`config.mk`:
```
export PLATFORM = sky130hd
export DESIGN_NAME = i2c_slave_regfile_flat
export DESIGN_NICKNAME = d
export VERILOG_FILES = /design/src/rtl/i2c_slave_regfile_pkg.sv /design/src/rtl/i2c_slave_regfile_if.sv /design/src/rtl/i2c_slave_regfile_bus_sync.sv /design/src/rtl/i2c_slave_regfile.sv /design/src/flat_wrapper.sv
export SDC_FILE = /design/constraint.sdc
export NUM_CORES = 1
export LEC_CHECK = 0
export BUFFER_PORTS_ARGS = -buffer_cell sky130_fd_sc_hd__buf_2
export CORE_UTILIZATION = 45
export DETAILED_ROUTE_END_ITERATION = 10
export MAX_ROUTING_LAYER = met4
export PLACE_DENSITY = 0.75
export SLEW_MARGIN = 10
export SYNTH_ARGS = -nofsm -noshare
export SYNTH_HDL_FRONTEND = slang
export SYNTH_HIERARCHICAL = 1
export SYNTH_SLANG_ARGS = --single-unit
```
`constraint.sdc`:
```
create_clock -name clk_i -period 5.8 [get_ports clk_i]
set_input_delay 1.16 -clock clk_i [delete_from_list [all_inputs] [get_ports clk_i]]
set_output_delay 1.16 -clock clk_i [all_outputs]
set_load 0.005 [all_outputs]
```
`src/rtl/i2c_slave_regfile_pkg.sv`:
```
// Shared types for the I2C register-file target: FSM states, bit counter width
// and the read/write bit encoding used by the controller environment.
package i2c_slave_pkg;

    localparam int unsigned BIT_CNT_W = 4;

    typedef enum logic [3:0] {
        IDLE,
        ADDR,
        ADDR_ACK,
        PTR,
        PTR_ACK,
        WDATA,
        WDATA_ACK,
        RDATA,
        RDATA_ACK,
        IGNORE
    } i2c_slave_state_t;

    typedef enum logic {
        I2C_WRITE = 1'b0,
        I2C_READ  = 1'b1
    } i2c_rw_t;

endpackage

```
`src/rtl/i2c_slave_regfile_if.sv`:
```
// Open-drain I2C bus as seen by one target: sampled line levels in, drives out
// (0 = pull low, 1 = release).
interface i2c_slave_regfile_if;

    logic scl_i;
    logic sda_i;
    logic scl_o;
    logic sda_o;

    modport slave (
        input  scl_i,
        input  sda_i,
        output scl_o,
        output sda_o
    );

    modport master (
        output scl_i,
        output sda_i,
        input  scl_o,
        input  sda_o
    );

endinterface

```
`src/rtl/i2c_slave_regfile_bus_sync.sv`:
```
// Bus synchronizer: SYNC_STAGES flops per line, then registered one-cycle
// pulses for START, STOP, SCL rise and SCL fall. Usable by passive monitors.
module i2c_bus_sync #(
    parameter int unsigned SYNC_STAGES = 2
) (
    input  logic clk_i,
    input  logic rst_i,
    input  logic scl_i,
    input  logic sda_i,
    output logic sda,
    output logic start,
    output logic stop,
    output logic scl_rise,
    output logic scl_fall
);

    logic [SYNC_STAGES-1:0] scl_sync;
    logic [SYNC_STAGES-1:0] sda_sync;
    logic                   scl_s;
    logic                   sda_s;
    logic                   scl_q;

    assign scl_s = scl_sync[SYNC_STAGES-1];
    assign sda_s = sda_sync[SYNC_STAGES-1];

    // Synchronize, keep previous sample, and flag conditions by comparing the two.
    always_ff @(posedge clk_i or posedge rst_i) begin
        if (rst_i) begin
            scl_sync <= '1;
            sda_sync <= '1;
            scl_q    <= 1'b1;
            sda      <= 1'b1;
            start    <= 1'b0;
            stop     <= 1'b0;
            scl_rise <= 1'b0;
            scl_fall <= 1'b0;
        end else begin
            scl_sync <= {scl_sync[SYNC_STAGES-2:0], scl_i};
            sda_sync <= {sda_sync[SYNC_STAGES-2:0], sda_i};
            scl_q    <= scl_s;
            sda      <= sda_s;
            scl_rise <= scl_s & ~scl_q;
            scl_fall <= ~scl_s & scl_q;
            start    <= scl_s & scl_q & sda & ~sda_s;
            stop     <= scl_s & scl_q & ~sda & sda_s;
        end
    end

endmodule

```
`src/rtl/i2c_slave_regfile.sv`:
```
// I2C target with a byte-wide register file behind an auto-incrementing pointer.
// Write: addr+W, pointer byte, data bytes. Read: addr+R, data bytes from pointer.
// Optional clock stretching after read ACK bits: define I2C_SLAVE_STRETCH_EN.
module i2c_slave_regfile
    import i2c_slave_pkg::*;
#(
    parameter int unsigned                I2C_ADDR_WIDTH = 7,
    parameter int unsigned                I2C_DATA_WIDTH = 8,
    parameter logic [I2C_ADDR_WIDTH-1:0]  SLAVE_ADDR     = 7'h22,
    parameter int unsigned                NUM_REGS       = 16,
    parameter int unsigned                SYNC_STAGES    = 2,
    parameter int unsigned                STRETCH_CYCLES = 20
) (
    input  logic                        clk_i,
    input  logic                        rst_i,
    i2c_slave_regfile_if.slave          bus,
    output logic                        busy_o,
    output logic                        wr_stb_o,
    output logic [$clog2(NUM_REGS)-1:0] wr_idx_o,
    output logic [I2C_DATA_WIDTH-1:0]   wr_dat_o
);

    localparam int unsigned            PTR_W     = $clog2(NUM_REGS);
    localparam int unsigned            STR_W     = $clog2(STRETCH_CYCLES + 1);
    localparam logic [BIT_CNT_W-1:0]   LAST_BIT  = BIT_CNT_W'(I2C_DATA_WIDTH - 1);
    localparam logic [BIT_CNT_W-1:0]   FRAME_END = BIT_CNT_W'(I2C_DATA_WIDTH);
`ifdef I2C_SLAVE_STRETCH_EN
    localparam bit                     STRETCH_EN = 1'b1;
`else
    localparam bit                     STRETCH_EN = 1'b0;
`endif

    logic                      sda;
    logic                      start;
    logic                      stop;
    logic                      scl_rise;
    logic                      scl_fall;

    i2c_slave_state_t          state;
    logic [BIT_CNT_W-1:0]      bit_cnt;
    logic [I2C_DATA_WIDTH-1:0] shreg;
    logic [I2C_DATA_WIDTH-1:0] txsh;
    logic [I2C_DATA_WIDTH-1:0] rx_byte;
    logic [I2C_DATA_WIDTH-1:0] regs [NUM_REGS];
    logic [PTR_W-1:0]          ptr;
    logic [PTR_W-1:0]          ptr_nxt;
    i2c_rw_t                   rw;
    logic                      mst_ack;
    logic                      sda_drv;
    logic                      scl_drv;
    logic [STR_W-1:0]          str_cnt;

    i2c_bus_sync #(
        .SYNC_STAGES (SYNC_STAGES)
    ) u_sync (
        .clk_i    (clk_i),
        .rst_i    (rst_i),
        .scl_i    (bus.scl_i),
        .sda_i    (bus.sda_i),
        .sda      (sda),
        .start    (start),
        .stop     (stop),
        .scl_rise (scl_rise),
        .scl_fall (scl_fall)
    );

    assign rx_byte   = {shreg[I2C_DATA_WIDTH-2:0], sda};
    assign ptr_nxt   = ptr + PTR_W'(1);
    assign bus.sda_o = sda_drv;
    assign bus.scl_o = scl_drv;

    // Protocol FSM, register file and all registered outputs.
    always_ff @(posedge clk_i or posedge rst_i) begin
        if (rst_i) begin
            state    <= IDLE;
            bit_cnt  <= '0;
            shreg    <= '0;
            txsh     <= '0;
            ptr      <= '0;
            rw       <= I2C_WRITE;
            mst_ack  <= 1'b1;
            sda_drv  <= 1'b1;
            scl_drv  <= 1'b1;
            str_cnt  <= '0;
            busy_o   <= 1'b0;
            wr_stb_o <= 1'b0;
            wr_idx_o <= '0;
            wr_dat_o <= '0;
            for (int unsigned i = 0; i < NUM_REGS; i++) begin
                regs[i] <= '0;
            end
        end else begin
            wr_stb_o <= 1'b0;

            // SCL hold countdown; data for the next bit is already on SDA.
            if (!scl_drv) begin
                if (str_cnt != '0) begin
                    str_cnt <= str_cnt - STR_W'(1);
                end else begin
                    scl_drv <= 1'b1;
                end
            end

            if (start) begin
                state   <= ADDR;
                bit_cnt <= '0;
                sda_drv <= 1'b1;
                scl_drv <= 1'b1;
            end else if (stop) begin
                state   <= IDLE;
                bit_cnt <= '0;
                sda_drv <= 1'b1;
                scl_drv <= 1'b1;
                busy_o  <= 1'b0;
            end else begin
                case (state)
                    ADDR: begin
                        if (scl_rise) begin
                            shreg   <= rx_byte;
                            bit_cnt <= bit_cnt + BIT_CNT_W'(1);
                        end else if (scl_fall && bit_cnt == FRAME_END) begin
                            if (shreg[I2C_DATA_WIDTH-1 -: I2C_ADDR_WIDTH] == SLAVE_ADDR) begin
                                state   <= ADDR_ACK;
                                sda_drv <= 1'b0;
                                busy_o  <= 1'b1;
                                rw      <= i2c_rw_t'(shreg[0]);
                            end else begin
                                state <= IGNORE;
                            end
                        end
                    end

                    PTR: begin
                        if (scl_rise) begin
                            shreg   <= rx_byte;
                            bit_cnt <= bit_cnt + BIT_CNT_W'(1);
                            if (bit_cnt == LAST_BIT) begin
                                ptr <= PTR_W'(rx_byte);
                            end
                        end else if (scl_fall && bit_cnt == FRAME_END) begin
                            state   <= PTR_ACK;
                            sda_drv <= 1'b0;
                        end
                    end

                    WDATA: begin
                        if (scl_rise) begin
                            shreg   <= rx_byte;
                            bit_cnt <= bit_cnt + BIT_CNT_W'(1);
                            if (bit_cnt == LAST_BIT) begin
                                regs[ptr] <= rx_byte;
                                wr_stb_o  <= 1'b1;
                                wr_idx_o  <= ptr;
                                wr_dat_o  <= rx_byte;
                                ptr       <= ptr_nxt;
                            end
                        end else if (scl_fall && bit_cnt == FRAME_END) begin
                            state   <= WDATA_ACK;
                            sda_drv <= 1'b0;
                        end
                    end

                    ADDR_ACK: begin
                        if (scl_fall) begin
                            bit_cnt <= '0;
                            if (rw == I2C_READ) begin
                                state   <= RDATA;
                                sda_drv <= regs[ptr][I2C_DATA_WIDTH-1];
                                txsh    <= {regs[ptr][I2C_DATA_WIDTH-2:0], 1'b0};
                                if (STRETCH_EN) begin
                                    scl_drv <= 1'b0;
                                    str_cnt <= STR_W'(STRETCH_CYCLES - 1);
                                end
                            end else begin
                                state   <= PTR;
                                sda_drv <= 1'b1;
                            end
                        end
                    end

                    PTR_ACK, WDATA_ACK: begin
                        if (scl_fall) begin
                            state   <= WDATA;
                            bit_cnt <= '0;
                            sda_drv <= 1'b1;
                        end
                    end

                    RDATA: begin
                        if (scl_rise) begin
                            bit_cnt <= bit_cnt + BIT_CNT_W'(1);
                        end else if (scl_fall) begin
                            if (bit_cnt == FRAME_END) begin
                                state   <= RDATA_ACK;
                                sda_drv <= 1'b1;
                            end else begin
                                sda_drv <= txsh[I2C_DATA_WIDTH-1];
                                txsh    <= {txsh[I2C_DATA_WIDTH-2:0], 1'b0};
                            end
                        end
                    end

                    // Pointer advances past every byte sent, so a later read
                    // resumes after the last byte returned (ACKed or not).
                    RDATA_ACK: begin
                        if (scl_rise) begin
                            mst_ack <= sda;
                            ptr     <= ptr_nxt;
                        end else if (scl_fall) begin
                            bit_cnt <= '0;
                            if (!mst_ack) begin
                                state   <= RDATA;
                                sda_drv <= regs[ptr][I2C_DATA_WIDTH-1];
                                txsh    <= {regs[ptr][I2C_DATA_WIDTH-2:0], 1'b0};
                                if (STRETCH_EN) begin
                                    scl_drv <= 1'b0;
                                    str_cnt <= STR_W'(STRETCH_CYCLES - 1);
                                end
                            end else begin
                                state   <= IGNORE;
                                sda_drv <= 1'b1;
                            end
                        end
                    end

                    IDLE, IGNORE: begin
                        sda_drv <= 1'b1;
                    end

                    default: begin
                        state   <= IDLE;
                        sda_drv <= 1'b1;
                    end
                endcase
            end
        end
    end

endmodule

```
`src/flat_wrapper.sv`:
```
// flat-port wrapper written by rule: the top's interface ports become plain ports
module i2c_slave_regfile_flat import i2c_slave_pkg::*;
#(
    parameter int unsigned                I2C_ADDR_WIDTH = 7,
    parameter int unsigned                I2C_DATA_WIDTH = 8,
    parameter logic [I2C_ADDR_WIDTH-1:0]  SLAVE_ADDR     = 7'h22,
    parameter int unsigned                NUM_REGS       = 16,
    parameter int unsigned                SYNC_STAGES    = 2,
    parameter int unsigned                STRETCH_CYCLES = 20
)
  (clk_i, rst_i, busy_o, wr_stb_o, wr_idx_o, wr_dat_o, bus_scl_i, bus_sda_i, bus_scl_o, bus_sda_o);
  i2c_slave_regfile_if bus_i ();
  input  logic clk_i;
  input  logic rst_i;
  output logic busy_o;
  output logic wr_stb_o;
  output logic [$clog2(NUM_REGS)-1:0] wr_idx_o;
  output logic [I2C_DATA_WIDTH-1:0] wr_dat_o;
  input wire logic [$bits(bus_i.scl_i)-1:0] bus_scl_i;
  input wire logic [$bits(bus_i.sda_i)-1:0] bus_sda_i;
  output wire logic [$bits(bus_i.scl_o)-1:0] bus_scl_o;
  output wire logic [$bits(bus_i.sda_o)-1:0] bus_sda_o;
  assign bus_i.scl_i = bus_scl_i;
  assign bus_i.sda_i = bus_sda_i;
  assign bus_scl_o = bus_i.scl_o;
  assign bus_sda_o = bus_i.sda_o;
  i2c_slave_regfile #(.I2C_ADDR_WIDTH(I2C_ADDR_WIDTH), .I2C_DATA_WIDTH(I2C_DATA_WIDTH), .SLAVE_ADDR(SLAVE_ADDR), .NUM_REGS(NUM_REGS), .SYNC_STAGES(SYNC_STAGES), .STRETCH_CYCLES(STRETCH_CYCLES)) u_core (.clk_i(clk_i), .rst_i(rst_i), .bus(bus_i), .busy_o(busy_o), .wr_stb_o(wr_stb_o), .wr_idx_o(wr_idx_o), .wr_dat_o(wr_dat_o));
endmodule
```
### After elaboration in Yosys (flattened, before gate mapping)

Index checks and enable logic that the tools add are counted.
W data, S select, Z words.

| word-level totals | value |
|---|---|
| register bits after elaboration | 189 |
| input port bits | 4 |
| output and inout bits | 16 |
| word-level logic and storage cells | 207 |

| operators by class | value |
|---|---|
| add/subtract/negate cells | 3 |
| $lt $le $gt $ge | 2 |
| equal/unequal tests | 44 |
| mux-type cells | 77 |
| bitwise logic cells | 16 |
| reductions and logical operators | 27 |

Operator list:

| cell | number |
|---|---|
| $bwmux W128 | 1 |
| $mux W4 | 27 |
| $mux W8 | 11 |
| $ne A4 B4 Y1 const B | 10 |
| $bmux W8 S4 | 1 |
| $demux W8 S4 | 1 |
| $pmux W4 S8 | 1 |
| $mux W1 | 30 |
| $pmux W4 S3 | 2 |
| $pmux W8 S3 | 1 |
| $ne A2 B2 Y1 const B | 11 |
| $reduce_and A11 Y1 | 2 |
| $eq A4 B3 Y1 const B | 5 |
| $ne A4 B3 Y1 const B | 5 |
| $reduce_and A14 Y1 | 1 |
| $eq A4 B4 Y1 const B | 3 |
| $reduce_and A5 Y1 | 2 |
| $reduce_bool A5 Y1 | 2 |
| $add A4 B1 Y4 const B | 2 |
| $eq A4 B2 Y1 const B | 2 |
| $ne A4 B1 Y1 const B | 2 |
| $not A1 Y1 | 8 |
| $reduce_and A4 Y1 | 2 |
| $reduce_and A8 Y1 | 1 |
| other kinds (21) | 36 |

### Logic depth before layout (Yosys ltp)

| logic depth | value |
|---|---|
| depth in word-level cells | 10 |
| mapped depth | 8 |
| mapped depth without buffers | 7 |

### Modules after synthesis

Netlist, hierarchy kept.

Modules (own cells, without submodules):

| module | times used | cells each | area an instance (um^2) | sequential area each (um^2) |
|---|---|---|---|---|
| i2c_slave_regfile | 1 | 620 | 8760.9 | 4458.0 |
| i2c_bus_sync | 1 | 15 | 294.0 | 257.7 |

### Least setup slack after synthesis

OpenSTA, ideal clock, no wires.

| path | value |
|---|---|
| kind | register to register |
| start | register u_core.ptr[0] |
| end | register u_core.txsh[2] |
| setup time | 125 ps |
| arrival | 2236 ps |
| data required time | 5675 ps |
| slack | 3439 ps |
| stages on the path, launching flop included | 8 |
| buffers on the path | 3 |
| clock period less this slack | 2361 ps |
| cell sequence | dfrtp_1 > buf_2 > buf_2 > buf_2 > mux4_2 > a221oi_1 > o21ai_0 > mux2_2 |

| on the way | value |
|---|---|
| cells in the longest elaborated chain, start to end | 8 |
| elaborated cells on any way between the ends | 10 |
| classes of those cells | mux: 9; bitwise: 1 |

Ends and longest elaborated chain:

| what | line | RTL |
|---|---|---|
| start: declaration | i2c_slave_regfile.sv:45 | `logic [PTR_W-1:0] ptr;` |
| start signal: assignment | i2c_slave_regfile.sv:138 | `ptr <= PTR_W'(rx_byte);` |
| start signal: assignment | i2c_slave_regfile.sv:155 | `ptr <= ptr_nxt;` |
| start signal: assignment | i2c_slave_regfile.sv:208 | `ptr <= ptr_nxt;` |
| $not A4 Y5 (implied by the code) (*) | i2c_slave_regfile.sv:169, i2c_slave_regfile.sv:214 |  |
| $bmux W8 S4 (*) | i2c_slave_regfile.sv:169, i2c_slave_regfile.sv:214 |  |
| $mux W8 (*) | - |  |
| $mux W8 (implied by the code) (*) | i2c_slave_regfile.sv:169, i2c_slave_regfile.sv:214 |  |
| $mux W8 | i2c_slave_regfile.sv:211 | `if (!mst_ack) begin` |
| $mux W8 | i2c_slave_regfile.sv:209 | `end else if (scl_fall) begin` |
| $mux W8 | i2c_slave_regfile.sv:206 | `if (scl_rise) begin` |
| $pmux W8 S3 (*) | i2c_slave_regfile.sv:116 | `case (state)` |
| end signal: assignment | i2c_slave_regfile.sv:169 | `txsh <= {regs[ptr][I2C_DATA_WIDTH-2:0], 1'b0};` |
| end signal: assignment | i2c_slave_regfile.sv:198 | `txsh <= {txsh[I2C_DATA_WIDTH-2:0], 1'b0};` |
| end signal: assignment | i2c_slave_regfile.sv:214 | `txsh <= {regs[ptr][I2C_DATA_WIDTH-2:0], 1'b0};` |
| end: declaration | i2c_slave_regfile.sv:42 | `logic [I2C_DATA_WIDTH-1:0] txsh;` |

Every way passes the cells marked *; elsewhere a longest branch is shown, timed or not. The select of a mux whose other input is x is not followed.
A chain may end at the register's enable or synchronous reset.

### Worst setup path in the final report

| path | value |
|---|---|
| start | register u_core.state[0] |
| end | register u_core/regs[37] (netlist name) |

| on the way | value |
|---|---|
| cells in the longest elaborated chain, start to end | 2 |

Ends and longest elaborated chain:

| what | line | RTL |
|---|---|---|
| start: declaration | i2c_slave_regfile.sv:39 | `i2c_slave_state_t state;` |
| start signal: assignment | i2c_slave_regfile.sv:75 | `state <= IDLE;` |
| start signal: assignment | i2c_slave_regfile.sv:105 | `state <= ADDR;` |
| start signal: assignment | i2c_slave_regfile.sv:110 | `state <= IDLE;` |
| $eq A4 B3 Y1 | i2c_slave_regfile.sv:116 |  |
| $reduce_and A5 Y1 (no source line) | - |  |
| end signal: indexed assignment | i2c_slave_regfile.sv:151 | `regs[ptr] <= rx_byte;` |
| end: declaration | i2c_slave_regfile.sv:44 | `logic [I2C_DATA_WIDTH-1:0] regs [NUM_REGS];` |

Every way passes these cells.

==> flow_metrics.env <==
export IMPL_critPathKind="reg -> reg"
export IMPL_yosys_area_share_adder_pct=1.11
export IMPL_synth_edf_count=0
export IMPL_ctsHtreeMaxLevel=4
export IMPL_period_needed_ns=3.42
export IMPL_clockBufferDepth=2
export IMPL_synthToLayoutAreaGrowth_pct=8.11
export IMPL_post_cts_resized=0
export IMPL_cp_cell_sequence="inv_2 > or4b_4 > nor3_4 > and3_1 > mux2_4"
export IMPL_crit_fanout=28
export IMPL_dpl_cell_area_um2=9210
export IMPL_clock_sinks=188
export IMPL_hold_ws_ns=0.356
export IMPL_synth_area_per_cell_um2=14.3
export IMPL_slowest_delay_ns=0.90
export IMPL_numCtsBuffers=17
export IMPL_routed_wl_um=18300
export IMPL_grtUsageTotal_pct=20.2
export IMPL_cp_data_required_time_ns=6.13
export IMPL_diodes=0
export IMPL_io_pin_count=20
export IMPL_hold_buffers=0
export IMPL_gp_congestion=0.966
export IMPL_nFillCells=1589
export IMPL_die_h_um=144
export IMPL_ff2ff_path_depth=5
export IMPL_synthMuxAreaShare_pct=30.6
export IMPL_synth_area_um2=9050
export IMPL_drcViolationCount=0
export IMPL_min_to="u_core/u_sync/sda_sync[1]$_DFF_PP1_"
export IMPL_final_core_util_pct=50.0
export IMPL_drtIter0Drc=396
export IMPL_final_max_slew_viol_count=0
export IMPL_whs_path_depth=0
export IMPL_grt_first_pass_wirelength_um=30200
export IMPL_num_rows=51
export IMPL_synth_fp_nets=647
export IMPL_cts_clk_slew_worst_paths_ns=0.07
export IMPL_chipWidth_um=144
export IMPL_synthArstFlopShare_pct=100
export IMPL_grt_overflow_total=0
export IMPL_routedWlPerCell_um=20.4
export IMPL_tightest_slew_ns=1.12
export IMPL_antenna_found_initial=0
export IMPL_cts_tree="done"
export IMPL_hold_start="u_core/u_sync/sda_sync[0]$_DFF_PP1_"
export IMPL_ys_seq_area_share_pct=52.1
export IMPL_ir_worst_vdd_v=0.000182
export IMPL_dr_pass1_iters=5
export IMPL_synth_xor_area_share_pct=0.774
export IMPL_pwr_density_cell_nw_per_um2=341
export IMPL_post_route_cell_area_um2=9790
export IMPL_cap_violations=0
export IMPL_power_leakage_uw=0.00456
export IMPL_ant_nets=0
export IMPL_synth_compound_area_share_pct=4.78
export IMPL_grt_pass1_vias=5244
export IMPL_clk_latency_ns=0.45
export IMPL_worst_path_buf_inv=1
export IMPL_fmax_mhz=293
export IMPL_grt_max_degree=179
export IMPL_final_nets=632
export IMPL_power_total_uw=3340
export IMPL_reg2reg_setup_slack_ns=2.38
export IMPL_worst_path_max_delay_cell="nor3_4"
export IMPL_root_buffer="clkbuf_16"
export IMPL_ys_warn_count=6
export IMPL_io_buffers=19
export IMPL_crit_arrival_ns=3.75
export IMPL_rsz0062_at_grt="no"
export IMPL_dieArea_um2=20700
export IMPL_via_count=5184
export IMPL_cp_end_kind="register"
export IMPL_synthSimpleGateAreaFrac_pct=6.62
export IMPL_start_util_pct=46.2
export IMPL_drive_gt1_share_pct=41.5
export IMPL_syn_instance_count=635
export IMPL_core_area_um2=19600
export IMPL_startpoint_type="register"
export IMPL_cp_top_family="simple AND/OR/NAND/NOR gates"
export IMPL_maxSlewHeadroom_pct=25.3
export IMPL_place_hpwl_um=11600
export IMPL_final_hold_violation_count=0
export IMPL_ys_ff_latch=188
export IMPL_viasPerCell=5.77
export IMPL_fin_setup_tns_ns=0
export IMPL_post_route_period_util_pct=58.9
export IMPL_synthFlopType="dfrtp_1"
export IMPL_min_path_type="reg -> reg"
export IMPL_worstReg2RegEnd="u_core/regs[37]$_DFFE_PP0P_"
export IMPL_timing_rr_start="u_core/state[0]$_DFFE_PP0P_"
export IMPL_synth_top_family_by_area="multiplexers"
export IMPL_fin_skew_ns=0.00971
export IMPL_yosys_cell_types_count=57
export IMPL_postCtsSetupRepairBufs=0
export IMPL_finalSetupViolCount=0
export IMPL_status="finished clean"
-- through the flow --
stage | std cells | setup WS [ns]
global route | 898 | 2.21
CTS | 898 | 2.43
finish | 898 | 2.38
floorplan | 635 | 2.36
global placement | 866 | 2.54
detailed placement | 866 | 2.44
-- registers in the layout (all words and copies together), names as in the netlist, 4 cells and up --
register	flops
u_core/regs	128
u_core/shreg	8
u_core/wr_dat_o	8
u_core/txsh	7
u_core/str_cnt	5
u_core/bit_cnt	4
u_core/ptr	4
u_core/state	4
u_core/wr_idx_o	4
-- synthesized netlist by cell type, types with 3 or more instances --
library cell	n	area, µm²
nand2b_1	3	18.8
clkbuf_1	21	78.8
mux2i_1	5	50.1
mux2_2	104	1170
buf_1	7	26.3
and3_4	4	45.0
a221oi_1	7	61.3
and2_1	3	18.8
o21ai_0	17	85.1
nor2_1	14	52.6
and3_1	13	81.3
buf_6	4	45.0
nand3b_1	4	30.0
xor2_1	3	26.3
nand3_1	8	40.0
dfrtp_1	179	4480
a31oi_1	3	18.8
and4b_1	3	30.0
a21oi_1	17	85.1
ha_1	8	100
or4b_1	3	30.0
inv_1	14	52.6
buf_2	19	95.1
nor3_1	3	15.0
nand2_1	16	60.1
a22o_1	7	61.3
mux4_2	32	721
nor2b_1	10	62.6
dfstp_2	9	236
xnor2_1	5	43.8
buf_8	4	60.1
mux2_1	4	45.0
mux2_4	52	781
-- worst max-delay path by stage --
| stage | startpoint | end | cells after the start | slack (ns) |
|---|---|---|---|---|
| after detailed placement | u_core/state[0]$_DFFE_PP0P_ | u_core/regs[33]$_DFFE_PP0P_ | 5 | 2.44 |
| after CTS | u_core/state[0]$_DFFE_PP0P_ | u_core/regs[37]$_DFFE_PP0P_ | 5 | 2.43 |
| after global routing | u_core/state[0]$_DFFE_PP0P_ | u_core/regs[33]$_DFFE_PP0P_ | 5 | 2.21 |
| final | u_core/state[0]$_DFFE_PP0P_ | u_core/regs[37]$_DFFE_PP0P_ | 5 | 2.38 |
| after floorplan | rst_i | u_core/bit_cnt[0]$_DFFE_PP0P_ | 1 | 2.36 |
| after global placement | u_core/state[0]$_DFFE_PP0P_ | u_core/regs[37]$_DFFE_PP0P_ | 5 | 2.54 |
-- routing by layer --
metal	global-route usage [%]	part of all wire (%)	up-vias
met5	-	0	-
met4	5.26	1.2	0
met3	4.73	4.5	16
met2	30.3	48	140
met1	27.5	46	2737
li1	-	-	2291
-- report_power, final --
| part | leakage, µW | switching [µW] | internal, µW |
|---|---|---|---|
| Combinational | 0.00170 | 309 | 259 |
| Sequential | 0.00258 | 255 | 1370 |
| Clock | 0.000279 | 543 | 609 |
-- cells in the final DEF (no fill, tap or decap), types with 5 or more instances in the layout --
| cell | Yosys | routed |
|---|---|---|
| mux4_2 | 32 | 32 |
| mux2_2 | 104 | 104 |
| xnor2_1 | 5 | 5 |
| buf_2 | 19 | 19 |
| clkbuf_16 | 0 | 17 |
| mux2i_1 | 5 | 5 |
| inv_1 | 14 | 13 |
| inv_6 | 0 | 5 |
| a22o_1 | 7 | 7 |
| nor2b_1 | 10 | 10 |
| nand2_1 | 16 | 16 |
| dfstp_2 | 9 | 9 |
| ha_1 | 8 | 8 |
| nand3_1 | 8 | 8 |
| and3_1 | 13 | 13 |
| nor2_1 | 14 | 14 |
| a221oi_1 | 7 | 7 |
| mux2_4 | 52 | 52 |
| a21oi_1 | 17 | 17 |
| dfrtp_1 | 179 | 178 |
| o21ai_0 | 17 | 17 |
-- cell type report --
class	count	area, µm²	area share (%)
Clock buffer	17	425	4.35
Timing Repair Buffer	22	130	1.33
Multi-Input combinational cell	376	3970	40.6
Clock inverter	15	155	1.58
Sequential cell	188	4720	48.2
Tap cell	265	332	3.39
Inverter	15	60.1	0.613
-- cell families after synthesis --
logic type	after synthesis
mux	197
simple gates	98
xor+xnor	8
fa+ha+maj	8
flops	188
buf+inv	71
compound gates	65
(Power assumes the default switching activity.)
